## config.mk

```make
export PLATFORM = sky130hd
export DESIGN_NAME = cordic_polar_engine
export DESIGN_NICKNAME = d
export VERILOG_FILES = /design/src/rtl/cordic_polar_engine.sv
export SDC_FILE = /design/constraint.sdc
export NUM_CORES = 1
export LEC_CHECK = 0
export BUFFER_PORTS_ARGS = -buffer_cell sky130_fd_sc_hd__buf_2
export CAP_MARGIN = 20
export CORE_UTILIZATION = 38
export CTS_CLUSTER_DIAMETER = 40
export DETAILED_ROUTE_END_ITERATION = 12
export PLACE_DENSITY = 0.66
export SLEW_MARGIN = 0
export SYNTH_ARGS = -nofsm -noshare
export SYNTH_HDL_FRONTEND = slang
export SYNTH_SLANG_ARGS = --single-unit
export TNS_END_PERCENT = 20
```

## constraint.sdc

```tcl
create_clock -name i_clk -period 13.8 [get_ports i_clk]
set_clock_uncertainty 0.05 [all_clocks]
set_input_delay 3.45 -clock i_clk [delete_from_list [all_inputs] [get_ports i_clk]]
set_output_delay 3.45 -clock i_clk [all_outputs]
set_load 0.02 [all_outputs]
```

## src/rtl/cordic_polar_engine.sv

```systemverilog
// cordic_polar_engine: iterative CORDIC in vectoring (cartesian to polar)
// or rotation mode, with START edge detect and BUSY/DONE handshake.
module cordic_polar_engine #(
   parameter int DATA_W  = 9,
   parameter int THETA_W = 8,
   parameter int ITER    = 8
) (
   input  logic                     i_clk,
   input  logic                     i_rst_n,
   input  logic                     i_start,
   input  logic                     i_mode,
   input  logic signed [DATA_W-1:0] i_x_in,
   input  logic signed [DATA_W-1:0] i_y_in,
   input  logic [THETA_W-1:0]       i_theta_in,
   output logic signed [DATA_W+1:0] o_x_out,
   output logic signed [DATA_W+1:0] o_y_out,
   output logic [THETA_W-1:0]       o_theta_out,
   output logic                     o_busy,
   output logic                     o_done
);

   localparam int XW = DATA_W + 2;
   localparam int ZW = 16;
   localparam int RB = (THETA_W < ZW) ? (ZW - 1 - THETA_W) : 0;

   localparam logic [0:0] S_IDLE = 1'b0;
   localparam logic [0:0] S_RUN  = 1'b1;

   localparam logic [ZW-1:0] HALF = 16'h8000;
   localparam logic [3:0]    LAST = 4'(ITER - 1);

   localparam logic [ZW-1:0] ATAN [16] = '{
      16'd8192, 16'd4836, 16'd2555, 16'd1297,
      16'd651,  16'd326,  16'd163,  16'd81,
      16'd41,   16'd20,   16'd10,   16'd5,
      16'd3,    16'd1,    16'd1,    16'd0
   };

   logic [0:0]           r_state;
   logic                 r_start_lo;
   logic                 r_mode;
   logic                 r_zero;
   logic [3:0]           r_i;
   logic signed [XW-1:0] r_x;
   logic signed [XW-1:0] r_y;
   logic [ZW-1:0]        r_z;

   logic                 w_start_rise;
   logic signed [XW-1:0] w_x_ext;
   logic signed [XW-1:0] w_y_ext;
   logic [ZW-1:0]        w_theta_z;
   logic                 w_pre_neg;
   logic [ZW-1:0]        w_pre_z;
   logic                 w_d_pos;
   logic signed [XW-1:0] w_x_sh;
   logic signed [XW-1:0] w_y_sh;
   logic [ZW-1:0]        w_atan;
   logic signed [XW-1:0] w_x_nxt;
   logic signed [XW-1:0] w_y_nxt;
   logic [ZW-1:0]        w_z_nxt;
   logic                 w_rbit;
   logic [THETA_W-1:0]   w_theta_res;

   // r_start_lo is 0 after reset, so a START already high must drop first
   assign w_start_rise = i_start & r_start_lo;

   assign w_x_ext   = XW'(i_x_in);
   assign w_y_ext   = XW'(i_y_in);
   assign w_theta_z = ZW'(32'(i_theta_in) << (ZW - THETA_W));

   always_comb begin
      w_pre_neg = 1'b0;
      w_pre_z   = '0;
      if (i_mode) begin
         w_pre_neg = w_theta_z[ZW-1] ^ w_theta_z[ZW-2];
         w_pre_z   = w_pre_neg ? (w_theta_z - HALF) : w_theta_z;
      end else begin
         w_pre_neg = w_x_ext[XW-1];
         w_pre_z   = w_pre_neg ? HALF : '0;
      end
   end

   assign w_d_pos = r_mode ? ~r_z[ZW-1] : r_y[XW-1];
   assign w_x_sh  = r_x >>> r_i;
   assign w_y_sh  = r_y >>> r_i;
   assign w_atan  = ATAN[r_i];

   assign w_x_nxt = w_d_pos ? (r_x - w_y_sh) : (r_x + w_y_sh);
   assign w_y_nxt = w_d_pos ? (r_y + w_x_sh) : (r_y - w_x_sh);
   assign w_z_nxt = w_d_pos ? (r_z - w_atan) : (r_z + w_atan);

   assign w_rbit = (THETA_W < ZW) ? w_z_nxt[RB] : 1'b0;

   // zero vector has no defined angle; report 0 instead of the Z walk
   assign w_theta_res = r_zero ? '0 :
      (w_z_nxt[ZW-1 -: THETA_W] + THETA_W'(w_rbit));

   always_ff @(posedge i_clk or negedge i_rst_n) begin
      if (!i_rst_n) begin
         r_state     <= S_IDLE;
         r_start_lo  <= 1'b0;
         r_mode      <= 1'b0;
         r_zero      <= 1'b0;
         r_i         <= '0;
         r_x         <= '0;
         r_y         <= '0;
         r_z         <= '0;
         o_x_out     <= '0;
         o_y_out     <= '0;
         o_theta_out <= '0;
         o_busy      <= 1'b0;
         o_done      <= 1'b0;
      end else begin
         r_start_lo <= ~i_start;
         o_done     <= 1'b0;
         case (r_state)
            S_IDLE: begin
               if (w_start_rise) begin
                  r_state <= S_RUN;
                  o_busy  <= 1'b1;
                  r_i     <= '0;
                  r_mode  <= i_mode;
                  r_zero  <= ~i_mode & (i_x_in == '0)
                             & (i_y_in == '0);
                  r_x     <= w_pre_neg ? -w_x_ext : w_x_ext;
                  r_y     <= w_pre_neg ? -w_y_ext : w_y_ext;
                  r_z     <= w_pre_z;
               end
            end
            S_RUN: begin
               r_x <= w_x_nxt;
               r_y <= w_y_nxt;
               r_z <= w_z_nxt;
               r_i <= r_i + 4'd1;
               if (r_i == LAST) begin
                  o_x_out     <= w_x_nxt;
                  o_y_out     <= w_y_nxt;
                  o_theta_out <= w_theta_res;
                  o_done      <= 1'b1;
                  o_busy      <= 1'b0;
                  r_state     <= S_IDLE;
               end
            end
            default: r_state <= S_IDLE;
         endcase
      end
   end

endmodule

```

==> summary.txt <==
Clock tree
  • Setup Buffers After CTS: 0
  • # resized after CTS: 0
  • Post-CTS Hold Buffers: 0
  • Clock latency on the worst-skew pair: ~350 ps
  • H-Tree Depth: 3
  • Max Buffers Root-to-Sink: 2
  • Worst-path clk slew: roughly 70 ps
  • CTS root buffer: clkbuf_16
  • TritonCTS Sinks: between 70 and 80
  • CTS tree: done
  • CTS Buf Count: 9

Run status
  • Status: completed

Synth
  • Top cells by area, synth: dfrtp_1 27%, ha_1 9.2%, a21oi_1 6.6%, mux2i_1 6.1%, o21ai_0 5.4%
  • Yosys Warn Count: 0
  • Synth Flop Type: dfrtp_1
  • Post-synth EDFFs: 0
  • Synth Register Bits: 78
  • Synth top area share: 27.48%
  • Syn Std Cell Area: 7103 um2
  • Asr flop ratio synth: 100.0%
  • Mapped Cells: 862
  • Syn_area_per_cell: 8.240 um2
  • Sequential fraction of the synthesis area: 27.48%
  • Net count after synthesis: 947
  • Cell variety after synth: 74
  • Post-synth top area cell: dfrtp_1

Final layout
  • Syn-to-layout area delta: 11.33%
  • Layout Nets: a little under 1000
  • Fill cell count: 1822
  • Ant. Diodes: 0
  • Fin cells: roughly 1100
  • Layout cells sized above 1: 13.13%

STA
  • Final Slew Violations: 0
  • Fmax: 180.5 MHz
  • Final worst path period share: 40.15%
  • RSZ-0062 raised after global routing: false
  • Slew margin rel.: approximately two fifths
  • Worst hold slack: 426.7 ps
  • Min Tclk post-route: 5541 ps
  • Final worst slack: 8259 ps
  • Worst-Margin Slew: ~900 ps
  • Setup TNS: 0 ps
  • Final Setup Violations: 0
  • Hold Fails Final Rpt: 0

Die
  • IO Pins: 62
  • Row Count: 49
  • Die Height: 138.7 um
  • Starting density of the core: 39.14%
  • Die W: 138.7 um
  • Die ar.: 19240 um2
  • Floorplan Core Area: 18150 um2

Placement
  • Post-Place Cells: between 1000 and 1500
  • Port bufs: 61
  • GPL Wtd Cong: roughly 0.9
  • Post-DP HPWL: 13310 um
  • Dpl ws: between 8000 and 9000 ps

Worst hold path
  • Min-delay src: o_y_out[10]
  • Class of the worst hold path: reg2reg

Detailed routing
  • Drt wl/cell: 16.33 um
  • Drt first-iter violations: 409
  • DRT Pass-1 Iters: 5
  • Residual DRC: 0
  • Drt via density: between 5 and 6
  • Final Routed Wirelength: 18420 um
  • DRT antenna net count: 0
  • Via count: 6310

GRT
  • Total GRT Usage: 19.67%
  • Overflow after GRT: 0
  • Largest net degree at the start of global routing: 79
  • First-pass GRT wire length: 30540 um
  • Number of global-route vias before repair: 5914
  • Initial antenna violation count: 0

Worst setup path
  • Setup crit end kind: flip-flop
  • Crit path launch type: flip-flop
  • Setup crit start: r_i[0]
  • Critical setup path kind: reg2reg
  • Highest net fanout along the worst path: 32
  • Critical Path AT: 5730 ps
  • Worst r2r src: r_i[0]
  • Worst path required time: 13990 ps

Job
  • Maxcap violations: 0
[Yosys cell counts, types with 6 or more instances]
master / n
a211oi_1: 6
a21o_1: 17
a21oi_1: 94
a31oi_1: 10
and2_1: 7
and3_1: 9
buf_1: 6
buf_2: 7
clkbuf_1: 33
dfrtp_1: 78
ha_1: 52
inv_1: 31
mux2i_1: 43
mux4_2: 10
nand2_1: 98
nand2b_1: 9
nand3_1: 10
nor2_1: 54
nor2b_1: 8
nor3_1: 18
nor4_1: 6
o21ai_0: 77
o21ai_1: 8
o22ai_1: 7
or3_1: 14
xnor2_1: 42
xor2_1: 24
[cell usage in the layout (no fill, tap or decap), types with 9 or more instances in the layout]
cell       synthesis  layout
mux4_2            10      10
a21o_1            17      17
and3_1             9       9
mux2i_1           43      43
nor3_1            18      18
nor2_1            54      54
buf_2              7      60
a31oi_1           10      10
a21oi_1           94      93
dfrtp_1           78      77
ha_1              52      52
or3_1             14      14
xnor2_1           42      42
inv_1             31      31
xor2_1            24      24
nand3_1           10       9
o21ai_0           77      77
nand2b_1           9       9
clkbuf_16          0       9
nand2_1           98      97
[final cells by class]
cell class | instances | area (um2) | share of cell area (%)
clock buffers | 9 | 225.2 | 2.848
flip-flops and latches | 78 | 1953 | 24.70
repair buffers | 71 | 422.9 | 5.348
well taps | 229 | 286.5 | 3.623
clock inverters | 7 | 85.08 | 1.076
multi-input cells | 700 | 4807 | 60.79
inverters | 34 | 127.6 | 1.614
[worst paths after layout]
| kind | slack (ps) | endpoint | depth (start not counted) |
|---|---|---|---|
| setup / recovery | 8260 | o_theta_out[7] | 19 |
| hold / removal | 430 | o_y_out[10] | 2 |
| setup reg to reg | 8260 | o_theta_out[7] | 19 |
| hold reg to reg | 430 | o_y_out[10] | 2 |
| max in group asynchronous | 10110 | o_y_out[10] | 2 |
| min in group asynchronous | 2980 | o_done | 1 |
[metrics by stage]
stage / cell area, um2 / utilization [%]
finish: 7908 / 43.57
CTS: 7860 / 43.31
global route: 7908 / 43.57
detailed placement: 7550 / 41.60
floorplan: 7103 / -
global placement: 7535 / 41.52
[logic make-up after synthesis]
logic type                 count (synthesis)  share of synthesized area [%]
buffers and inverters                     84                          5.002
muxes                                     58                          10.02
DFF                                       78                          27.48
adders and majority gates                 55                          10.01
AOI/OAI and AO/OA                        267                          22.37
xor gates and xnor gates                  66                          8.138
and+or+nand+nor                          254                          16.98
[flip-flops by register name (all words and copies together), names as in the netlist]
name         flops
r_mode           1
r_zero           1
r_start_lo       1
o_y_out         11
o_busy           1
r_i              4
r_state          1
r_y             11
r_x             11
o_x_out         11
o_theta_out      8
r_z             16
o_done           1
[routing by layer]
layer | global-route usage (%) | vias up | part of all wire (%)
met4 | 7.135 | 0 | 2.5
met1 | 27.49 | 2980 | 48
met5 | 0 | - | 0
met2 | 31.47 | 141 | 45
li1 | - | 3163 | -
met3 | 2.106 | 26 | 3.7
[critical path, cell delays in order, from the launching register on]
cell	delay [ps]
dfrtp_1	520
buf_4	460
inv_1	210
ha_1	440
mux4_2	520
ha_1	230
and4_1	220
a21oi_1	150
nor2_1	50
a31oi_1	240
ha_1	340
a21oi_1	150
nand2_1	80
a21o_1	190
o21ai_1	240
a2111oi_0	150
a311oi_1	600
nor4_1	180
xor2_1	180
a22o_1	210
Power is not shown: default switching activity piles up to over one toggle a cycle in this logic, so the estimate is an artifact.
